<file path="src/rtl/mips_pkg.sv">
// Shared constants for the MIPS pipeline: forwarding select encodings,
// the hard-wired zero register and the default datapath width.
package mips_pkg;

    localparam int DEFAULT_DW = 32;

    localparam logic [1:0] FWD_RF  = 2'b00;
    localparam logic [1:0] FWD_EXE = 2'b01;
    localparam logic [1:0] FWD_MEM = 2'b10;
    localparam logic [1:0] FWD_WB  = 2'b11;

    localparam logic [4:0] REG_ZERO = 5'd0;

endpackage

</file>
<file path="src/rtl/fwd_mux.sv">
// 4:1 operand select between register file and the three forwarding sources.
// Register r0 always reads as zero regardless of the select.
module fwd_mux
    import mips_pkg::*;
#(
    parameter int DW = DEFAULT_DW
) (
    input  logic [4:0]    reg_num,
    input  logic [1:0]    sel,
    input  logic [DW-1:0] rf_data,
    input  logic [DW-1:0] exe_data,
    input  logic [DW-1:0] mem_data,
    input  logic [DW-1:0] wb_data,
    output logic [DW-1:0] op
);

    always_comb begin
        op = '0;
        if (reg_num != REG_ZERO) begin
            case (sel)
                FWD_RF:  op = rf_data;
                FWD_EXE: op = exe_data;
                FWD_MEM: op = mem_data;
                default: op = wb_data;
            endcase
        end
    end

endmodule

</file>
<file path="src/rtl/id_ex_stage.sv">
// ID/EX pipeline register: resolves forwarded operands, detects load-use
// hazards against the instruction already in EX, and handles flush.
module id_ex_stage
    import mips_pkg::*;
#(
    parameter int DW     = DEFAULT_DW,
    parameter int CTRL_W = 8
) (
    input  logic              clk,
    input  logic              rst_n,
    input  logic              id_valid,
    input  logic [31:0]       id_pc,
    input  logic [4:0]        id_rs,
    input  logic [4:0]        id_rt,
    input  logic [4:0]        id_rd,
    input  logic [DW-1:0]     id_imm,
    input  logic [CTRL_W-1:0] id_ctrl,
    input  logic              id_wen,
    input  logic              id_mem_read,
    input  logic [DW-1:0]     rf_rs_data,
    input  logic [DW-1:0]     rf_rt_data,
    input  logic [1:0]        rs_select,
    input  logic [1:0]        rt_select,
    input  logic [DW-1:0]     exe_fwd_data,
    input  logic [DW-1:0]     mem_fwd_data,
    input  logic [DW-1:0]     wb_fwd_data,
    input  logic              flush,
    output logic              ex_valid,
    output logic [31:0]       ex_pc,
    output logic [DW-1:0]     ex_rs_val,
    output logic [DW-1:0]     ex_rt_val,
    output logic [DW-1:0]     ex_imm,
    output logic [4:0]        ex_rd,
    output logic [CTRL_W-1:0] ex_ctrl,
    output logic              ex_wen,
    output logic              ex_mem_read,
    output logic              stall_out
);

    logic [DW-1:0] op_rs;
    logic [DW-1:0] op_rt;
    logic          lu;

    logic              valid_q, valid_d;
    logic [31:0]       pc_q, pc_d;
    logic [DW-1:0]     rs_val_q, rs_val_d;
    logic [DW-1:0]     rt_val_q, rt_val_d;
    logic [DW-1:0]     imm_q, imm_d;
    logic [4:0]        rd_q, rd_d;
    logic [CTRL_W-1:0] ctrl_q, ctrl_d;
    logic              wen_q, wen_d;
    logic              mem_read_q, mem_read_d;

    fwd_mux #(.DW(DW)) u_rs_mux (
        .reg_num  (id_rs),
        .sel      (rs_select),
        .rf_data  (rf_rs_data),
        .exe_data (exe_fwd_data),
        .mem_data (mem_fwd_data),
        .wb_data  (wb_fwd_data),
        .op       (op_rs)
    );

    fwd_mux #(.DW(DW)) u_rt_mux (
        .reg_num  (id_rt),
        .sel      (rt_select),
        .rf_data  (rf_rt_data),
        .exe_data (exe_fwd_data),
        .mem_data (mem_fwd_data),
        .wb_data  (wb_fwd_data),
        .op       (op_rt)
    );

    // A load in EX cannot forward yet; its consumer must wait one cycle.
    assign lu = valid_q && mem_read_q && wen_q && (rd_q != REG_ZERO) &&
                id_valid && ((rd_q == id_rs) || (rd_q == id_rt));

    assign stall_out = lu && !flush;

    always_comb begin
        valid_d    = 1'b0;
        pc_d       = '0;
        rs_val_d   = '0;
        rt_val_d   = '0;
        imm_d      = '0;
        rd_d       = '0;
        ctrl_d     = '0;
        wen_d      = 1'b0;
        mem_read_d = 1'b0;
        if (!flush && !lu && id_valid) begin
            valid_d    = 1'b1;
            pc_d       = id_pc;
            rs_val_d   = op_rs;
            rt_val_d   = op_rt;
            imm_d      = id_imm;
            rd_d       = id_rd;
            ctrl_d     = id_ctrl;
            wen_d      = id_wen;
            mem_read_d = id_mem_read;
        end
    end

    always_ff @(posedge clk or negedge rst_n) begin
        if (!rst_n) begin
            valid_q    <= 1'b0;
            pc_q       <= '0;
            rs_val_q   <= '0;
            rt_val_q   <= '0;
            imm_q      <= '0;
            rd_q       <= '0;
            ctrl_q     <= '0;
            wen_q      <= 1'b0;
            mem_read_q <= 1'b0;
        end else begin
            valid_q    <= valid_d;
            pc_q       <= pc_d;
            rs_val_q   <= rs_val_d;
            rt_val_q   <= rt_val_d;
            imm_q      <= imm_d;
            rd_q       <= rd_d;
            ctrl_q     <= ctrl_d;
            wen_q      <= wen_d;
            mem_read_q <= mem_read_d;
        end
    end

    assign ex_valid    = valid_q;
    assign ex_pc       = pc_q;
    assign ex_rs_val   = rs_val_q;
    assign ex_rt_val   = rt_val_q;
    assign ex_imm      = imm_q;
    assign ex_rd       = rd_q;
    assign ex_ctrl     = ctrl_q;
    assign ex_wen      = wen_q;
    assign ex_mem_read = mem_read_q;

endmodule

</file>
<file path="config.mk">
export PLATFORM = sky130hd
export DESIGN_NAME = id_ex_stage
export DESIGN_NICKNAME = d
export VERILOG_FILES = /design/src/rtl/mips_pkg.sv /design/src/rtl/fwd_mux.sv /design/src/rtl/id_ex_stage.sv
export SDC_FILE = /design/constraint.sdc
export NUM_CORES = 1
export LEC_CHECK = 0
export CORE_AREA = 2 2 158 160
export DETAILED_ROUTE_END_ITERATION = 12
export DIE_AREA = 0 0 160 162
export HOLD_SLACK_MARGIN = 0.06
export PLACE_DENSITY = 0.66
export SYNTH_ARGS = -nofsm -noshare
export SYNTH_HDL_FRONTEND = slang
export SYNTH_SLANG_ARGS = --single-unit
</file>
<file path="constraint.sdc">
create_clock -name clk -period 1.6 [get_ports clk]
set_input_delay 0.32 -clock clk [delete_from_list [all_inputs] [get_ports clk]]
set_output_delay 0.32 -clock clk [all_outputs]
set_load 0.01 [all_outputs]
</file>
== After elaboration in Yosys (flattened, before gate mapping) ==
Index checks and enable logic that the tools add are counted.
Operators by class
  add/sub/neg operators: 0
  multiply operators: 0
  div/mod/pow operators: 0
  magnitude comparators: 0
  eq/ne operators: 6
  shift operators: 0
  multiplexer cells: 13
  bitwise gates (word level): 0
  reduce and logical (&&, ||, !) cells: 16
Operators by type and width (count)
  2-to-1 mux 32 bit: 6
  one-hot mux 32 bit (3 select lines): 2
  nonzero test 5 bit: 3
  equality test 5 bit: 2
  logical AND 1 bit: 8
  2-to-1 mux 8 bit: 1
  2-to-1 mux 5 bit: 1
  equality test 2 x 1 -> 1 bit (second input constant): 2
  equality test 2 bit (second input constant): 2
  logical NOT 2 bit: 2
  2-to-1 mux 1 bit: 3
  logical NOT 1 bit: 2
  logical OR 1 bit: 1
Word-level totals
  flip-flop bits (word level): 144
  latch bits: 0
  RAM bits: 0
  ROM bits: 0
  logic and storage cells: 44
  memories kept: 0

== Longest topological paths before layout ==
Gate-level depths: netlist (run 1).
  word-level depth: 9
  mapped depth: 7
  depth with buffers taken out: 5

== Hierarchy ==
A second synthesis (run 1) with hierarchy kept.
Unflattened totals
  cell total of the unflattened synthesis: 673
  area, all modules: 8105.3 µm²
By module, submodules not included
  id_ex_stage: instances 1, cells each 515, area each 5918.2 µm², sequential area each 3603.5 µm²
  fwd_mux: instances 2, cells each 79, area each 1093.5 µm², sequential area each 0.0 µm²

== Least setup slack after synthesis (run 1) ==
Ideal clock, no wire load.
  path kind: reg-to-output
  start point: reg rd_q[4], in the netlist ex_rd[4]
  end point: out stall_out
  data arrival time: 1.404 ns
  path slack: -0.124 ns
  cell stages (with the launch flop): 7
  path through: dfrtp_1 -> xnor2_1 -> nand3_1 -> nor3_2 -> o21ai_4 -> clkbuf_1 -> nor2_1
Between the ends
  longest elaborated chain between the ends: 5
RTL lines
  start, declared: line id_ex_stage.sv:49  | logic [4:0] rd_q, rd_d;
  start signal, assigned: line id_ex_stage.sv:120  | rd_q <= rd_d;
  nonzero test 5 bit: line id_ex_stage.sv:75  | assign lu = valid_q && mem_read_q && wen_q && (rd_q != REG_ZERO) &&
  logical AND 1 bit (2 in a row): line id_ex_stage.sv:75
  logical AND 1 bit (*): line id_ex_stage.sv:76  | id_valid && ((rd_q == id_rs) || (rd_q == id_rt));
  logical AND 1 bit (*): line id_ex_stage.sv:78  | assign stall_out = lu && !flush;
  end, declared: line id_ex_stage.sv:37  | output logic stall_out
Mark *: on every way between the ends. The rest lies on a longest branch, timed or not.

== Final worst setup path (run 1) ==
  start point: reg rd_q[1], in the netlist ex_rd[1]
  end point: reg imm_q[19], in the netlist ex_imm[19]
Between the ends
  longest elaborated chain between the ends: 8
RTL lines
  nonzero test 5 bit: line id_ex_stage.sv:75
  logical AND 1 bit (2 in a row): line id_ex_stage.sv:75
  logical AND 1 bit (*): line id_ex_stage.sv:76
  logical NOT 1 bit (*): line id_ex_stage.sv:90  | if (!flush && !lu && id_valid) begin
  logical AND 1 bit (*) (2 in a row): line id_ex_stage.sv:90
  2-to-1 mux 32 bit (*): line id_ex_stage.sv:90
  via imm_d[19]: line id_ex_stage.sv:48  | logic [DW-1:0] imm_q, imm_d;
  end signal, assigned: line id_ex_stage.sv:119  | imm_q <= imm_d;
  end, declared: line id_ex_stage.sv:48
The timed path passes the listed nets; every way through them passes the cells marked *.

==> results of run 1 <==
==> placed cells by master, fill, tap and decap left out <==
| cell type | n |
|---|---|
| buf_12 | 17 |
| nand3_1 | 2 |
| dlygate4sd3_1 | 1 |
| dfrtp_2 | 5 |
| nor2b_4 | 1 |
| bufbuf_16 | 1 |
| nor3_2 | 3 |
| xnor2_1 | 4 |
| and3_1 | 105 |
| clkbuf_8 | 1 |
| dlymetal6s2s_1 | 4 |
| dlygate4sd2_1 | 137 |
| clkbuf_16 | 19 |
| buf_8 | 3 |
| and2_1 | 1 |
| mux4_2 | 64 |
| buf_4 | 20 |
| or4_1 | 2 |
| xnor2_2 | 2 |
| dfrtp_1 | 139 |
| xor2_1 | 4 |
| and3_2 | 4 |
| nor2_1 | 1 |
| nand4_1 | 1 |
| a21oi_1 | 1 |
| clkdlybuf4s50_1 | 251 |
| buf_2 | 5 |
| inv_8 | 3 |
| and3_4 | 34 |
| clkinvlp_4 | 3 |
| bufinv_16 | 3 |
| nor2_4 | 1 |
| buf_6 | 5 |
| inv_6 | 5 |
| diode_2 | 1 |
| o21ai_4 | 1 |
| buf_16 | 11 |
| o21a_1 | 2 |
| clkbuf_2 | 2 |
==> flip-flops by register name, summed over array words and instances, names as in the netlist <==
| register | count |
|---|---|
| ex_rs_val | 32 |
| ex_valid | 1 |
| ex_pc | 32 |
| ex_ctrl | 8 |
| ex_mem_read | 1 |
| ex_rt_val | 32 |
| ex_rd | 5 |
| ex_imm | 32 |
| ex_wen | 1 |
==> how the worst min path moves through the flow <==
stage / start / depth (start not counted) / end / slack [ns]
2_1_floorplan: rst_n / 0 / ex_ctrl[0]$_DFF_PN0_ / 0.02
3_3_place_gp: rst_n / 1 / ex_imm[25]$_DFF_PN0_ / 0.24
3_5_place_dp: rst_n / 1 / ex_imm[25]$_DFF_PN0_ / 0.25
4_1_cts: rst_n / 2 / ex_pc[0]$_DFF_PN0_ / 0.35
5_1_grt: rst_n / 2 / ex_imm[12]$_DFF_PN0_ / 0.39
6_report: rst_n / 2 / ex_imm[20]$_DFF_PN0_ / 0.38
==> Yosys cell counts <==
cell      instances
clkbuf_1         19
and3_2            5
and2_1            1
buf_6             1
a21oi_1           1
nor2_1            2
buf_2            10
clkbuf_2          9
nor3_2            2
nor2b_1           1
and3_1          138
xnor2_1           6
dfrtp_1         144
o21a_1            2
mux4_2           64
xor2_1            4
nor3_1            1
nand3_1           2
or4_1             2
nand4_1           1
buf_8             5
o21ai_4           1
==> kinds of logic (layout without fill, tap and decap cells) <==
kind of cell / after synthesis / in the layout / synth area share, %
other cells: 0 / 1 / 0
buf+inv: 44 / 491 / 3.95
xor+xnor: 10 / 10 / 1.37
compound gates: 4 / 4 / 0.567
simple gates: 155 / 155 / 15.3
flops: 144 / 144 / 56.3
mux: 64 / 64 / 22.5
==> metrics by stage <==
stage | instance area [µm²] | TNS, ns | util [%]
finish | 12200 | -52.95 | 50.5
global route | 12200 | -58.01 | 50.5
CTS | 12000 | -36.45 | 49.8
detailed placement | 10900 | -94.54 | 45.3
global placement | 10900 | -91.10 | 45.3
floorplan | 6410 | 0 | -
==> metal layers <==
metal  global-route usage [%]  up-vias  routed length (µm)
met4                     6.31        0                 610
li1                         -     2474                   -
met3                     6.72       32                2140
met5                        0        -                   0
met1                     21.2     2711                9310
met2                     33.8      306               13100
==> what timing repair did <==
action	4_1_cts	5_1_grt
pin swaps	25	0
hold endpoints to repair	27	0
gates cloned	12	4
setup buffers	9	4
setup endpoints to repair	285	151
resized for setup	204	24
hold buffers	1	0
==> cell type report <==
type	count	area, µm²	area share [%]
Clock inverter	14	190	1.56
Multi-Input combinational cell	233	2750	22.6
Timing Repair Buffer	459	4780	39.3
Sequential cell	144	3610	29.6
Antenna cell	1	2.50	0.0205
Clock buffer	18	439	3.61
Tap cell	324	405	3.33
==> power breakdown <==
part	leakage [µW]	switching [µW]	internal, µW	total, µW
logic	0.00389	629	1150	1780
clock network	0.000300	1700	2550	4260
registers	0.00193	53.2	3800	3850
total	0.00612	2390	7500	9890
==> flow_metrics.env, run 1 <==
export IMPL_drt_initial_drc_count=312
export IMPL_clkTransAtPathRegs_ns=0.07
export IMPL_reg2reg_slack_ns=-0.46
export IMPL_reg2reg_to="ex_imm[19]$_DFF_PN0_"
export IMPL_slowest_delay_ns=0.46
export IMPL_ctsRootBufferMaster="clkbuf_16"
export IMPL_wl_per_cell_um=21.1
export IMPL_initial_core_util_pct=26.5
export IMPL_crit_chain="xnor2_1 -> nand3_1 -> nor3_2 -> o21ai_4 -> buf_4 -> buf_8 -> buf_12 -> buf_12 -> buf_16 -> and3_1"
export IMPL_dp_cells=1133
export IMPL_worstReg2RegStart="ex_rd[1]$_DFF_PN0_"
export IMPL_grt_ovfl_total=0
export IMPL_crit_path_end_kind="flip-flop"
export IMPL_nNetsFinal=1112
export IMPL_numCtsBuffers=17
export IMPL_rsz0062_at_grt="true"
export IMPL_critPathBufInv=5
export IMPL_p_per_area_nw_per_um2=812
export IMPL_maxCapViolCount=0
export IMPL_die_height_um=162
export IMPL_fin_worst_skew_ns=0.0109
export IMPL_grt_max_degree=54
export IMPL_cts_htree_levels=4
export IMPL_worst_pin_slew_ns=0.354
export IMPL_clkLatencyLatePin_ns=0.42
export IMPL_hold_ws_ns=0.385
export IMPL_finalCriticalPeriod_ns=2.06
export IMPL_yosys_top_cells_area="dfrtp_1 56%, mux4_2 23%, and3_1 13%"
export IMPL_die_w_um=160
export IMPL_cp_data_arrival_time_ns=2.37
export IMPL_avgSynthCellArea_um2=15.2
export IMPL_core_area_um2=24100
export IMPL_drt_pass1_iter_count=4
export IMPL_dp_hpwl_mm=18.2
export IMPL_finalNonFillerCells=1193
export IMPL_yosys_warnings=0
export IMPL_p_leak_uw=0.00612
export IMPL_ios=402
export IMPL_start_kind="flip-flop"
export IMPL_ir_worst_vdd_v=0.000534
export IMPL_n_fill_cell=2178
export IMPL_grt_antenna_before_repair=1
export IMPL_critPathMostFrequentCell="buf_12"
export IMPL_netlist_top_cell_by_area="dfrtp_1"
export IMPL_fin_ws_ns=-0.464
export IMPL_drv_slew=0
export IMPL_io_buffers=401
export IMPL_drc=0
export IMPL_synthDistinctLibCells=22
export IMPL_reg2reg_depth=10
export IMPL_syn_to_final_growth_pct=90.3
export IMPL_relSlewSlack_pct=76.4
export IMPL_status="finished, violations left"
export IMPL_hold_path_class="input pin to async pin"
export IMPL_setup_violations=146
export IMPL_fmax_mhz=485
export IMPL_num_vias=5523
export IMPL_yosysSeqAreaShare_pct=56.3
export IMPL_critPathTopFamily="buffers and inverters"
export IMPL_grt_pass1_vias=6078
export IMPL_clk_path_buf_depth=2
export IMPL_gp_congestion=0.830
export IMPL_die_area_um2=25900
export IMPL_ys_ff_latch=144
export IMPL_ant_nets=0
export IMPL_cp_num_cells=10
export IMPL_required_ns=1.91
export IMPL_synthCells=421
export IMPL_tritoncts="built"
export IMPL_grt_pass1_wl_mm=37.0
export IMPL_grt_util_all_layers_pct=19.0
export IMPL_syn_num_nets=678
export IMPL_power_uw=9890
export IMPL_synth_area_um2=6400
export IMPL_startpoint="ex_rd[1]$_DFF_PN0_"
export IMPL_crit_type="flip-flop to flip-flop"
export IMPL_period_share_pct=129
export IMPL_placementRows=57
export IMPL_cpMaxStageDelayCell="dfrtp_2"
export IMPL_drt_total_wl_mm=25.2
export IMPL_cts_num_sinks=144
export IMPL_drive_gt1_share_pct=24.5
export IMPL_avgViaCountPerCell=4.63
export IMPL_synth_top_area_share_pct=56.3
export IMPL_cp_endpoint="ex_imm[19]$_DFF_PN0_"
export IMPL_place_ws_ns=-0.887
export IMPL_path_max_fanout=5
export IMPL_hold_viol_final=0
export IMPL_violations="setup timing"
No activity file was read; power rests on OpenSTA's default activity.
==> run 2: changes to the inputs <==
--- a/config.mk
+++ b/config.mk
@@ -9,6 +9,7 @@
 export DETAILED_ROUTE_END_ITERATION = 12
 export DIE_AREA = 0 0 160 162
 export HOLD_SLACK_MARGIN = 0.06
+export MAX_ROUTING_LAYER = met4
 export PLACE_DENSITY = 0.66
 export SYNTH_ARGS = -nofsm -noshare
 export SYNTH_HDL_FRONTEND = slang
==> flow_metrics.env, run 2 (synthesized netlist as in run 1, its figures left out) <==
export IMPL_dp_hpwl_mm=18.2
export IMPL_die_area_um2=25900
export IMPL_period_share_pct=127
export IMPL_mostFrequentLayoutCell="clkdlybuf4s50_1"
export IMPL_cts_num_sinks=144
export IMPL_p_seq_share_pct=38.7
export IMPL_critPathBufInv=5
export IMPL_layout_common_cells="251 x clkdlybuf4s50_1, 139 x dfrtp_1, 137 x dlygate4sd2_1"
export IMPL_drc=0
export IMPL_crit_type="flip-flop to flip-flop"
export IMPL_core_area_um2=24100
export IMPL_ir_worst_vdd_v=0.000539
export IMPL_clk_path_buf_depth=2
export IMPL_drt_pass1_iter_count=4
export IMPL_p_leak_uw=0.00605
export IMPL_initial_core_util_pct=26.5
export IMPL_p_sw_uw=2400
export IMPL_crit_chain="xnor2_1 -> nand3_1 -> nor3_2 -> o21ai_4 -> buf_4 -> buf_8 -> buf_12 -> buf_6 -> clkbuf_16 -> and3_4"
export IMPL_relSlewSlack_pct=71.7
export IMPL_syn_to_final_growth_pct=94.4
export IMPL_n_fill_cell=2128
export IMPL_grt_antenna_before_repair=1
export IMPL_status="finished, violations left"
export IMPL_clkLatencyLatePin_ns=0.41
export IMPL_grt_pass1_vias=6095
export IMPL_hold_viol_final=0
export IMPL_maxCapViolCount=0
export IMPL_p_per_area_nw_per_um2=800
export IMPL_drt_initial_drc_count=256
export IMPL_slowest_delay_ns=0.46
export IMPL_ios=402
export IMPL_placed_cell_area_um2=10900
export IMPL_p_comb_share_pct=18.5
export IMPL_crit_path_end_kind="flip-flop"
export IMPL_violations="setup timing"
export IMPL_ctsRootBufferMaster="clkbuf_16"
export IMPL_drive_gt1_share_pct=30.5
export IMPL_grt_pass1_wl_mm=36.9
export IMPL_placementRows=57
export IMPL_fmax_mhz=490
export IMPL_ant_nets=0
export IMPL_cp_data_arrival_time_ns=2.35
export IMPL_place_ws_ns=-0.887
export IMPL_cpMaxStageDelayCell="dfrtp_2"
export IMPL_nNetsFinal=1112
export IMPL_cp_num_cells=10
export IMPL_grt_util_all_layers_pct=19.5
export IMPL_rsz0062_at_grt="true"
export IMPL_critPathTopFamily="buffers and inverters"
export IMPL_start_kind="flip-flop"
export IMPL_fin_area_um2=12400
export IMPL_numCtsBuffers=17
export IMPL_p_int_uw=7550
export IMPL_fin_ws_ns=-0.439
export IMPL_power_uw=9950
export IMPL_p_sw_share_pct=24.1
export IMPL_path_max_fanout=7
export IMPL_multiInputGateArea_um2=3010
export IMPL_fin_worst_skew_ns=0.0116
export IMPL_wl_per_cell_um=21.5
export IMPL_io_buffers=401
export IMPL_drv_slew=0
export IMPL_gp_congestion=0.843
export IMPL_finalCriticalPeriod_ns=2.04
export IMPL_grt_ovfl_total=0
export IMPL_hold_path_class="input pin to async pin"
export IMPL_die_height_um=162
export IMPL_finalNonFillerCells=1193
export IMPL_avgViaCountPerCell=4.64
export IMPL_drt_total_wl_mm=25.7
export IMPL_required_ns=1.91
export IMPL_die_w_um=160
export IMPL_tritoncts="built"
export IMPL_worst_pin_slew_ns=0.425
export IMPL_clkTransAtPathRegs_ns=0.07
export IMPL_seqCellArea_um2=3610
export IMPL_reg2reg_depth=10
export IMPL_cts_htree_levels=4
export IMPL_grt_max_degree=54
export IMPL_clkPwrFrac_pct=42.8
export IMPL_dp_cells=1133
export IMPL_setup_violations=146
export IMPL_num_vias=5533
## run 2: cell count changes in the layout (fill, tap and decap cells not counted), sizes merged
cell,before,now
clkbuf,22,24
buf,61,60
bufbuf,1,0
## run 2: final cells by class
type                       instances  area share (%)
tap                              324            3.26
timing repair buffer             459            38.4
sequential                       144            29.0
clock inverter                    14            1.53
clock buffer                      18            3.53
multi-input combinational        233            24.2
antenna                            1          0.0201
## run 2: power groups by stage
stage | Clock [µW] | Combinational (µW) | Sequential, µW
floorplan | 0 | 509 | 4000
global placement | 0 | 1840 | 3920
detailed placement | 0 | 1860 | 3930
CTS | 4360 | 1780 | 3850
global route | 4530 | 1950 | 3870
finish | 4260 | 1840 | 3850
## run 2: worst register-to-register path: cells and delay by family, from the launching register on
kind	cells	cell delay, ns
buffers and inverters	5	0.69
DFF	1	0.46
xor gates and xnor gates	1	0.18
and+or+nand+nor	3	0.48
AOI/OAI and AO/OA	1	0.14
## run 2: worst paths after layout
kind | from | to | slack [ns]
setup reg to reg | ex_rd[1]$_DFF_PN0_ | ex_imm[5]$_DFF_PN0_ | -0.44
min in group clk | id_imm[28] | ex_imm[28]$_DFF_PN0_ | 0.47
hold / removal | rst_n | ex_imm[17]$_DFF_PN0_ | 0.39
setup / recovery | ex_rd[1]$_DFF_PN0_ | ex_imm[5]$_DFF_PN0_ | -0.44
max in group asynchronous | rst_n | ex_rs_val[30]$_DFF_PN0_ | 0.67
hold reg to reg | ex_wen$_DFF_PN0_ | ex_pc[22]$_DFF_PN0_ | 1.50
## run 2: repair_timing
| item | 4_1_cts | 5_1_grt |
|---|---|---|
| buffers inserted | 9 | 6 |
| gates cloned | 12 | 6 |
| resized for setup | 204 | 83 |
| hold endpoints to repair | 27 | 0 |
| pin swaps | 25 | 46 |
| setup endpoints to repair | 285 | 151 |
| hold buffers | 1 | 0 |
## run 2: per-layer routing
| layer | track usage, % | part of all wire [%] | up-vias |
|---|---|---|---|
| met2 | 33.8 | 52 | 305 |
| met4 | 7.49 | 2.7 | 0 |
| met1 | 21.4 | 37 | 2718 |
| met5 | - | 0 | - |
| met3 | 5.80 | 8.0 | 42 |
| li1 | - | - | 2468 |
## run 2: stage by stage
step                util (%)  hold slack, ns  setup TNS [ns]
floorplan                  -          0.0244               0
global placement        45.3           0.242          -91.10
global route            51.6           0.396          -54.99
detailed placement      45.3           0.245          -94.54
finish                  51.6           0.388          -49.11
CTS                     49.8           0.355          -36.45
==> run 3: changes to the inputs <==
--- a/config.mk
+++ b/config.mk
@@ -5,12 +5,15 @@
 export SDC_FILE = /design/constraint.sdc
 export NUM_CORES = 1
 export LEC_CHECK = 0
-export CORE_AREA = 2 2 158 160
+export ABC_CLOCK_PERIOD_IN_PS = 1600
+export CORE_ASPECT_RATIO = 0.7
+export CORE_MARGIN = 2
+export CORE_UTILIZATION = 37
 export DETAILED_ROUTE_END_ITERATION = 12
-export DIE_AREA = 0 0 160 162
 export HOLD_SLACK_MARGIN = 0.06
 export MAX_ROUTING_LAYER = met4
-export PLACE_DENSITY = 0.66
+export PLACE_DENSITY = 0.81
 export SYNTH_ARGS = -nofsm -noshare
 export SYNTH_HDL_FRONTEND = slang
+export SYNTH_HIERARCHICAL = 1
 export SYNTH_SLANG_ARGS = --single-unit
==> flow_metrics.env, run 3 <==
export IMPL_reg2reg_slack_ns=-0.31
export IMPL_period_share_pct=127
export IMPL_synthDistinctLibCells=27
export IMPL_fin_worst_skew_ns=0.0162
export IMPL_drt_total_wl_mm=32.6
export IMPL_yosysSeqAreaShare_pct=44.5
export IMPL_clkTransAtPathRegs_ns=0.07
export IMPL_synth_top_area_share_pct=44.5
export IMPL_hold_path_class="input pin to async pin"
export IMPL_die_height_um=128
export IMPL_ir_worst_vdd_v=0.000762
export IMPL_setup_violations=145
export IMPL_syn_to_final_growth_pct=76.2
export IMPL_cts_htree_levels=4
export IMPL_violations="setup timing"
export IMPL_reg2reg_depth=9
export IMPL_cpMaxStageDelayCell="dfrtp_2"
export IMPL_slowest_delay_ns=0.47
export IMPL_hold_viol_final=0
export IMPL_initial_core_util_pct=37.6
export IMPL_core_area_um2=21600
export IMPL_gp_congestion=0.973
export IMPL_ys_ff_latch=144
export IMPL_worst_pin_slew_ns=0.924
export IMPL_grt_pass1_vias=7463
export IMPL_status="finished, violations left"
export IMPL_netlist_top_cells_count="145 x nand2_1, 144 x dfrtp_1, 94 x a211oi_1"
export IMPL_clkLatencyLatePin_ns=0.42
export IMPL_crit_type="flip-flop to primary output"
export IMPL_drv_slew=0
export IMPL_fmax_mhz=491
export IMPL_use_met3_pct=7.41
export IMPL_fin_ws_ns=-0.436
export IMPL_placed_cell_area_um2=12600
export IMPL_postSynth_asyncResetShare_pct=100
export IMPL_grt_pass1_wl_mm=44.6
export IMPL_p_per_area_nw_per_um2=727
export IMPL_tritoncts="built"
export IMPL_ios=402
export IMPL_cp_data_arrival_time_ns=1.72
export IMPL_yosys_warnings=6
export IMPL_mostFrequentLayoutCell="clkdlybuf4s50_1"
export IMPL_final_util_pct=66.2
export IMPL_path_max_fanout=4
export IMPL_grt_ovfl_total=0
export IMPL_avgViaCountPerCell=5.48
export IMPL_dp_hpwl_mm=21.4
export IMPL_crit_path_end_kind="primary output"
export IMPL_synthCells=673
export IMPL_layout_common_cells="251 x clkdlybuf4s50_1, 143 x nand2_1, 139 x dfrtp_1"
export IMPL_numCtsBuffers=17
export IMPL_fin_area_um2=14300
export IMPL_drc=0
export IMPL_grt_util_all_layers_pct=25.9
export IMPL_die_w_um=181
export IMPL_maxCapViolCount=0
export IMPL_nNetsFinal=1349
export IMPL_use_met2_pct=41.2
export IMPL_ctsRootBufferMaster="clkbuf_16"
export IMPL_crit_chain="nor3_1 -> buf_4 -> a21oi_4 -> and3b_1 -> buf_2"
export IMPL_p_leak_uw=0.00710
export IMPL_grt_util_met1_pct=33.1
export IMPL_yosys_top_cells_area="dfrtp_1 44%, mux4_2 17%, a211oi_1 8.7%"
export IMPL_netlist_top_cell_by_area="dfrtp_1"
export IMPL_num_vias=7603
export IMPL_worstReg2RegStart="ex_rd[1]$_DFF_PN0_"
export IMPL_cts_num_sinks=144
export IMPL_grt_antenna_before_repair=1
export IMPL_drive_gt1_share_pct=27.7
export IMPL_die_area_um2=23100
export IMPL_synth_area_um2=8110
export IMPL_reg2reg_to="ex_rt_val[28]$_DFF_PN0_"
export IMPL_drt_initial_drc_count=506
export IMPL_placementRows=45
export IMPL_n_fill_cell=1592
export IMPL_clk_path_buf_depth=2
export IMPL_avgSynthCellArea_um2=12.0
export IMPL_synthMostInstantiatedCell="nand2_1"
export IMPL_dp_cells=1324
export IMPL_ant_nets=0
export IMPL_finalCriticalPeriod_ns=2.04
export IMPL_finalNonFillerCells=1388
export IMPL_wl_per_cell_um=23.5
export IMPL_start_kind="flip-flop"
export IMPL_syn_num_nets=930
export IMPL_drt_pass1_iter_count=5
export IMPL_top_usage_layer="met2"
export IMPL_grt_max_degree=145
export IMPL_relSlewSlack_pct=38.4
export IMPL_rsz0062_at_grt="true"
export IMPL_synth_edff_count=0
export IMPL_ys_flop_type="dfrtp_1"
export IMPL_required_ns=1.28
export IMPL_io_buffers=401
run 3: cell types whose count changed after synthesis, moves of 35 or more:
cell / before / now
a21boi_0: 0 / 50
a211oi_2: 0 / 49
a211oi_1: 0 / 94
clkbuf_1: 19 / 54
nand2_1: 0 / 145
and3_1: 138 / 0
run 3: stage by stage:
step	power, µW	hold slack [ns]	setup TNS, ns	setup WS, ns
after floorplan	4950	0.0244	-0.0120	-0.0120
after global placement	6330	0.235	-67.99	-0.678
after detailed placement	6340	0.239	-71.06	-0.699
after CTS	10300	0.350	-35.58	-0.424
after global routing	10800	0.383	-47.59	-0.555
final	10400	0.369	-32.22	-0.436
run 3: power breakdown:
group	switching, µW	internal, µW	total (µW)
logic	1100	1500	2600
registers	54.0	3800	3850
clock network	1830	2100	3930
run 3: cells by family after synthesis:
family                    after synthesis  share of synthesized area [%]
DFF                                   144                           44.5
AOI/OAI and AO/OA                     210                           22.4
muxes                                  64                           18.0
xor gates and xnor gates               10                           1.08
buffers and inverters                  91                           6.53
and+or+nand+nor                       154                           7.52
run 3: how the worst max path moves through the flow:
stage | from | end | cells after the start | slack (ns)
global route | ex_rd[0]$_DFF_PN0_ | stall_out | 5 | -0.56
finish | ex_rd[0]$_DFF_PN0_ | stall_out | 5 | -0.44
CTS | ex_rd[2]$_DFF_PN0_ | stall_out | 5 | -0.42
global placement | id_rt[4] | stall_out | 6 | -0.68
detailed placement | id_rt[1] | stall_out | 6 | -0.70
floorplan | ex_rd[2]$_DFF_PN0_ | stall_out | 6 | -0.01
run 3: final cells by class:
type                            instances  area (µm²)  area share [%]
Inverter                                2        7.51          0.0526
Timing Repair Buffer                  489        5420            38.0
Multi-Input combinational cell        438        4310            30.2
Clock inverter                         15         158            1.10
Sequential cell                       144        3610            25.3
Antenna cell                            1        2.50          0.0175
Tap cell                              282         353            2.47
Clock buffer                           17         425            2.98
run 3: what timing repair did:
item,in CTS,in global routing
endpoints found under the setup margin,279,228
buffers inserted,3,11
resized for setup,85,164
hold buffers,1,0
hold endpoints to repair,29,0
pin swaps,4,5
cloned,3,16
run 3: routing by layer:
layer | part of all wire, % | vias to the layer above
met5 | 0 | -
met4 | 2.0 | 0
met3 | 7.7 | 40
met2 | 49 | 369
met1 | 41 | 3816
li1 | - | 3378
run 3: worst max-delay path, delay by kind of cell, from the launching register on:
| family | cells | cell delay [ns] |
|---|---|---|
| flip-flops | 1 | 0.47 |
| AND/OR/NAND/NOR | 2 | 0.46 |
| buffers and inverters | 2 | 0.32 |
| AO/OA/AOI/OAI | 1 | 0.06 |
